File: config.mk
export PLATFORM = sky130hd
export DESIGN_NAME = instr_fetch_buffer
export DESIGN_NICKNAME = d
export VERILOG_FILES = /design/src/rtl/instr_fetch_buffer.sv
export SDC_FILE = /design/constraint.sdc
export NUM_CORES = 1
export LEC_CHECK = 0
export BUFFER_PORTS_ARGS = -buffer_cell sky130_fd_sc_hd__buf_2
export CORE_MARGIN = 10
export CORE_UTILIZATION = 52
export CTS_CLUSTER_DIAMETER = 80
export CTS_CLUSTER_SIZE = 16
export DETAILED_ROUTE_END_ITERATION = 12
export MAX_ROUTING_LAYER = met4
export PLACE_DENSITY = 0.81
export RECOVER_POWER = 25
export SLEW_MARGIN = 20
export SYNTH_ARGS = -nofsm -noshare
export SYNTH_HDL_FRONTEND = slang
export SYNTH_SLANG_ARGS = --single-unit
export TNS_END_PERCENT = 1
File: constraint.sdc
create_clock -name clk -period 2.6 [get_ports clk]
set_input_delay 0.26 -clock clk [delete_from_list [all_inputs] [get_ports clk]]
set_output_delay 0.26 -clock clk [all_outputs]
set_load 0.02 [all_outputs]
File: src/rtl/instr_fetch_buffer.sv
// Fetch buffer between the PC stage and decode: issues in-order imem requests and queues returned words.
// Optional misaligned-PC fault marking is enabled by defining FETCH_ALIGN_CHECK_EN.
module instr_fetch_buffer #(
  parameter int DEPTH = 4,
  parameter int AW    = 32,
  parameter int DW    = 32
) (
  input  logic          clk,
  input  logic          rst_n,
  input  logic [AW-1:0] pc_in,
  input  logic          pc_valid,
  output logic          pc_ready,
  output logic          imem_req,
  output logic [AW-1:0] imem_addr,
  input  logic          imem_gnt,
  input  logic          imem_rvalid,
  input  logic [DW-1:0] imem_rdata,
  input  logic          flush,
  output logic          instr_valid,
  input  logic          instr_ready,
  output logic [DW-1:0] instr_out,
  output logic [AW-1:0] instr_pc,
  output logic          instr_fault
);

  localparam int PW = (DEPTH > 1) ? $clog2(DEPTH) : 1;
  localparam int CW = PW + 1;
`ifdef FETCH_ALIGN_CHECK_EN
  localparam bit ALIGN_EN = 1'b1;
`else
  localparam bit ALIGN_EN = 1'b0;
`endif
  localparam logic [DW-1:0] NOP = DW'(32'h0000_0013);

  logic [AW-1:0]    pc_q [DEPTH];
  logic [AW-1:0]    pc_d [DEPTH];
  logic [DW-1:0]    instr_q [DEPTH];
  logic [DW-1:0]    instr_d [DEPTH];
  logic [DEPTH-1:0] fault_q, fault_d, filled_q, filled_d;
  logic [PW-1:0]    alloc_ptr_q, alloc_ptr_d, fill_ptr_q, fill_ptr_d, rd_ptr_q, rd_ptr_d;
  logic [CW-1:0]    count_q, count_d, pend_q, pend_d, drop_cnt_q, drop_cnt_d;

  logic          misalign, accept_ok, alloc, fill, pop;
  logic [CW-1:0] drop_total;

  always_comb begin
    misalign    = ALIGN_EN && (pc_in[1:0] != 2'b00);
    accept_ok   = pc_valid && (count_q < CW'(DEPTH)) && !flush && (drop_cnt_q == '0);
    imem_req    = accept_ok && !misalign;
    imem_addr   = pc_in;
    // A faulting PC bypasses memory, so it may only enter once all earlier fetches have returned.
    pc_ready    = (imem_req && imem_gnt) || (accept_ok && misalign && (pend_q == '0));
    alloc       = pc_ready;
    fill        = imem_rvalid && !flush && (drop_cnt_q == '0) && (pend_q != '0);
    instr_valid = !flush && filled_q[rd_ptr_q] && (count_q != '0);
    pop         = instr_valid && instr_ready;
    instr_out   = instr_q[rd_ptr_q];
    instr_pc    = pc_q[rd_ptr_q];
    instr_fault = ALIGN_EN && fault_q[rd_ptr_q];
    drop_total  = drop_cnt_q + pend_q;
  end

  always_comb begin
    pc_d        = pc_q;
    instr_d     = instr_q;
    fault_d     = fault_q;
    filled_d    = filled_q;
    alloc_ptr_d = alloc_ptr_q;
    fill_ptr_d  = fill_ptr_q;
    rd_ptr_d    = rd_ptr_q;
    count_d     = count_q + CW'(alloc) - CW'(pop);
    pend_d      = pend_q + CW'(alloc && !misalign) - CW'(fill);
    drop_cnt_d  = drop_cnt_q;

    if (alloc) begin
      pc_d[alloc_ptr_q]     = pc_in;
      fault_d[alloc_ptr_q]  = misalign;
      filled_d[alloc_ptr_q] = misalign;
      alloc_ptr_d           = alloc_ptr_q + PW'(1);
      if (misalign) begin
        instr_d[alloc_ptr_q] = NOP;
        fill_ptr_d           = fill_ptr_q + PW'(1);
      end
    end
    if (fill) begin
      instr_d[fill_ptr_q]  = imem_rdata;
      filled_d[fill_ptr_q] = 1'b1;
      fill_ptr_d           = fill_ptr_q + PW'(1);
    end
    if (pop) begin
      filled_d[rd_ptr_q] = 1'b0;
      rd_ptr_d           = rd_ptr_q + PW'(1);
    end
    if (imem_rvalid && !flush && (drop_cnt_q != '0)) drop_cnt_d = drop_cnt_q - CW'(1);

    // Everything still owed by memory becomes a drop; a response landing now pays one off.
    if (flush) begin
      drop_cnt_d  = drop_total - CW'(imem_rvalid && (drop_total != '0));
      count_d     = '0;
      pend_d      = '0;
      alloc_ptr_d = '0;
      fill_ptr_d  = '0;
      rd_ptr_d    = '0;
      filled_d    = '0;
    end
  end

  always_ff @(posedge clk) begin
    if (!rst_n) begin
      for (int i = 0; i < DEPTH; i++) begin
        pc_q[i]    <= '0;
        instr_q[i] <= '0;
      end
      fault_q     <= '0;
      filled_q    <= '0;
      alloc_ptr_q <= '0;
      fill_ptr_q  <= '0;
      rd_ptr_q    <= '0;
      count_q     <= '0;
      pend_q      <= '0;
      drop_cnt_q  <= '0;
    end else begin
      pc_q        <= pc_d;
      instr_q     <= instr_d;
      fault_q     <= fault_d;
      filled_q    <= filled_d;
      alloc_ptr_q <= alloc_ptr_d;
      fill_ptr_q  <= fill_ptr_d;
      rd_ptr_q    <= rd_ptr_d;
      count_q     <= count_d;
      pend_q      <= pend_d;
      drop_cnt_q  <= drop_cnt_d;
    end
  end

endmodule

==> run_results.csv <==
group,metric,value,unit
outcome,run_status,"finished clean",
synth,synth.cell_area,12700,sq um
synth,number_of_enable_flip_flop_cells_after_synthesis,0,
place,dpl.hpwl,19.2,mm
pwr,max-vdd-ir-drop,0.348,mV
worst_setup_path,timing.setup.critical_path_class,"flop to flop",
detailed_routing,drt_first_pass_iters,4,
min_path,hold_path.class,"input pin to flop",
worst_setup_path,critPathArrivalTime,2840,ps
die,core,24100,sq um
clock_tree,cts_buffers,21,
synth,synth_cells,1373,
clock_tree,h-tree-depth,1,
timing,maxSlewHeadroom,0.480,
die,initial_core_utilization,0.525,
synth,yosysWarningCount,0,
timing,final.period_utilization,0.949,
detailed_routing,via_per_inst,5.44,
place,number_of_i_o_port_buffers,169,
synth,synth_top_flop_cell,"dfxtp_1",
timing,worstMarginPinSlew,780,ps
die,chipWidth,176,um
detailed_routing,final_routed_wirelength,30.8,mm
finish,num-nets-final,1553,
synth,synth-simple-area-share,0.178,
global_route,grt_usage,0.197,
synth,synthMuxAreaShare,0.117,
finish,drive_above_1_share,0.186,
timing,finalSetupViolCount,0,
global_route,grt_pass1_wl,49.6,mm
synth,netlist-cell-type-count,38,
detailed_routing,dr_total_vias,9712,
worst_setup_path,timing.critical_path.required,2970,ps
timing,timing_hold_violations_final,0,
detailed_routing,detail_route.wl_per_cell,17.3,um
clock_tree,cts.root.buffer_cell,"clkbuf_16",
synth,yosys.area_share.xor_xnor,0.00801,
synth,synth_top_cell_area_share,0.435,
global_route,globalRouteOverflowTotal,0,
clock_tree,clk_pin_slew_worst_paths,70,ps
die,floorplan.die_area,31000,sq um
clock_tree,clk_latency,510,ps
synth,synthDominantAreaCellType,"dfxtp_1",
synth,synth_most_common_cell,"nand2_1",
finish,final_area,13900,sq um
finish,final_core_util,0.575,
timing,final_period_minus_worst_setup_slack,2470,ps
die,rows,57,
clock_tree,cts-root-to-sink-buffers,3,
worst_setup_path,critical_path.max_fanout,3,
detailed_routing,drc,0,
clock_tree,cts.sinks,275,
global_route,vias_in_the_first_global_route,9627,
place,gpl.final_weighted_congestion,0.791,
timing,fmax,405,MHz
detailed_routing,dr.first_iter.drc_count,694,
flow_run,timing.max_cap.violations,0,
pwr,leak,4.95,nW
global_route,grt_max_degree,125,
synth,synthesis.nets,1468,
synth,synth_seq_cells,275,
timing,count_of_pins_over_their_slew_limit,0,
synth,synth_top_family_by_area,"simple AND/OR/NAND/NOR gates",
finish,final_instance_count_excl_fillers,1784,
synth,synth_sequential_area_ratio,0.435,
synth,synth_compound_gate_area_share,0.164,
detailed_routing,ant_nets,0,
synth,post_synth_most_frequent_cells,"515 x nand2_1, 275 x dfxtp_1, 256 x a21boi_1, 65 x mux4_2, 53 x buf_4",
worst_setup_path,critical_path.startpoint_type,"flop",
synth,postSynth.asyncResetShare,0,
clock_tree,tritoncts,"done",
global_route,antenna_found_initial,1,
pwr,power_per_cell_area,564,nW/um^2
synth,synth_area_leaders,"dfxtp_1 44%, nand2_1 15%, a21boi_1 15%",
finish,area_delta_synth_final,9.62,%
synth,synth_fa_ha_area_frac,0.0255,
synth,syn_avg_cell_area,9.22,sq um
die,ios,171,
die,dieHeight,176,um
worst_setup_path,end_kind,"flop",
timing,timing.clock.skew,18.4,ps
pwr,post-layout-total-power,7.82,mW
timing,rsz0062_at_grt,"yes",
place,placed_cells_incl_taps,1758,
place,dpl_cell_area,13400,sq um
==> area by class of cell <==
cell class	instances	area (sq um)
clock buffers	22	529
fillers	2151	10200
multi-input cells	939	6240
repair buffers	201	1080
clock inverters	2	25.0
well taps	324	405
inverters	20	75.1
diodes	1	2.50
flip-flops and latches	275	5510
==> final timing paths <==
| check | start | endpoint | slack, ps | cells after the start |
|---|---|---|---|---|
| hold / removal | pc_in[21] | pc_q[117]$_SDFFE_PN0P_ | 20 | 3 |
| setup / recovery | drop_cnt_q[0]$_SDFFE_PN0P_ | pend_q[2]$_SDFF_PP0_ | 130 | 11 |
| setup reg to reg | drop_cnt_q[0]$_SDFFE_PN0P_ | pend_q[2]$_SDFF_PP0_ | 130 | 11 |
| hold reg to reg | pc_q[62]$_SDFFE_PN0P_ | pc_q[62]$_SDFFE_PN0P_ | 450 | 2 |
==> worst max-delay path, cell delays in order, from the launching register on <==
cell and delay (ps):
dfxtp_1 350, inv_1 80, ha_1 210, and4bb_1 230, and2_1 180, ha_1 280
inv_1 40, ha_1 200, fa_1 420, xnor2_2 160, xnor2_1 150, nor2_1 50
==> layout by cell type, fill, tap and decap left out, types with 4 or more instances in the layout <==
cell type and instances:
buf_2 137, clkbuf_1 36, a21boi_1 213, dfxtp_1 272
nand3_2 7, mux4_2 65, buf_4 20, ha_1 21
nor2_1 8, a21boi_0 43, nand2_1 515, and3_1 9
clkbuf_16 21, a211oi_2 4, xnor2_1 8, a21oi_1 10
buf_12 4, inv_1 20, and2_1 6
==> state kept, by name (all words and copies together), names as in the netlist <==
signal / flops
filled_q: 4
pc_q: 128
instr_q: 128
fill_ptr_q: 2
pend_q: 3
drop_cnt_q: 3
alloc_ptr_q: 2
rd_ptr_q: 2
count_q: 3
==> cells by family (layout without fill, tap and decap cells) <==
family          Yosys count  count (layout)
xor+xnor                 10              10
buf+inv                 159             245
other cells               1               2
flops                   275             275
compound gates          276             276
mux                      67              67
simple gates            561             561
fa+ha+maj                24              24
==> power by group <==
part / total (mW) / internal [mW] / switching (mW) / leakage (nW)
Combinational: 0.638 / 0.247 / 0.391 / 2.46
Clock: 2.91 / 1.45 / 1.46 / 0.271
Sequential: 4.27 / 4.25 / 0.0245 / 2.22
==> timing repair <==
action	4_1_cts	5_1_grt
setup buffers	0	0
hold buffers	1	0
endpoints found under the setup margin	5	2
endpoints found under the hold margin	1	0
pin swaps	0	1
gates resized for setup	1	3
==> per-stage QoR <==
stage	hold WS, ps	worst slack, ps	setup TNS [ps]
final	16.6	132	0
after global routing	15.0	-14.9	-14.9
after CTS	1.82	97.0	0
after detailed placement	442	128	0
after global placement	437	182	0
after floorplan	395	21.3	0
==> metal layers <==
layer | GRT usage | up-vias | part of all wire
met5 | - | - | 0
met4 | 0.0424 | 0 | 0.013
met3 | 0.0299 | 34 | 0.062
met2 | 0.342 | 253 | 0.51
met1 | 0.239 | 4731 | 0.42
li1 | - | 4694 | -
No activity file was read; power rests on OpenSTA's default activity.
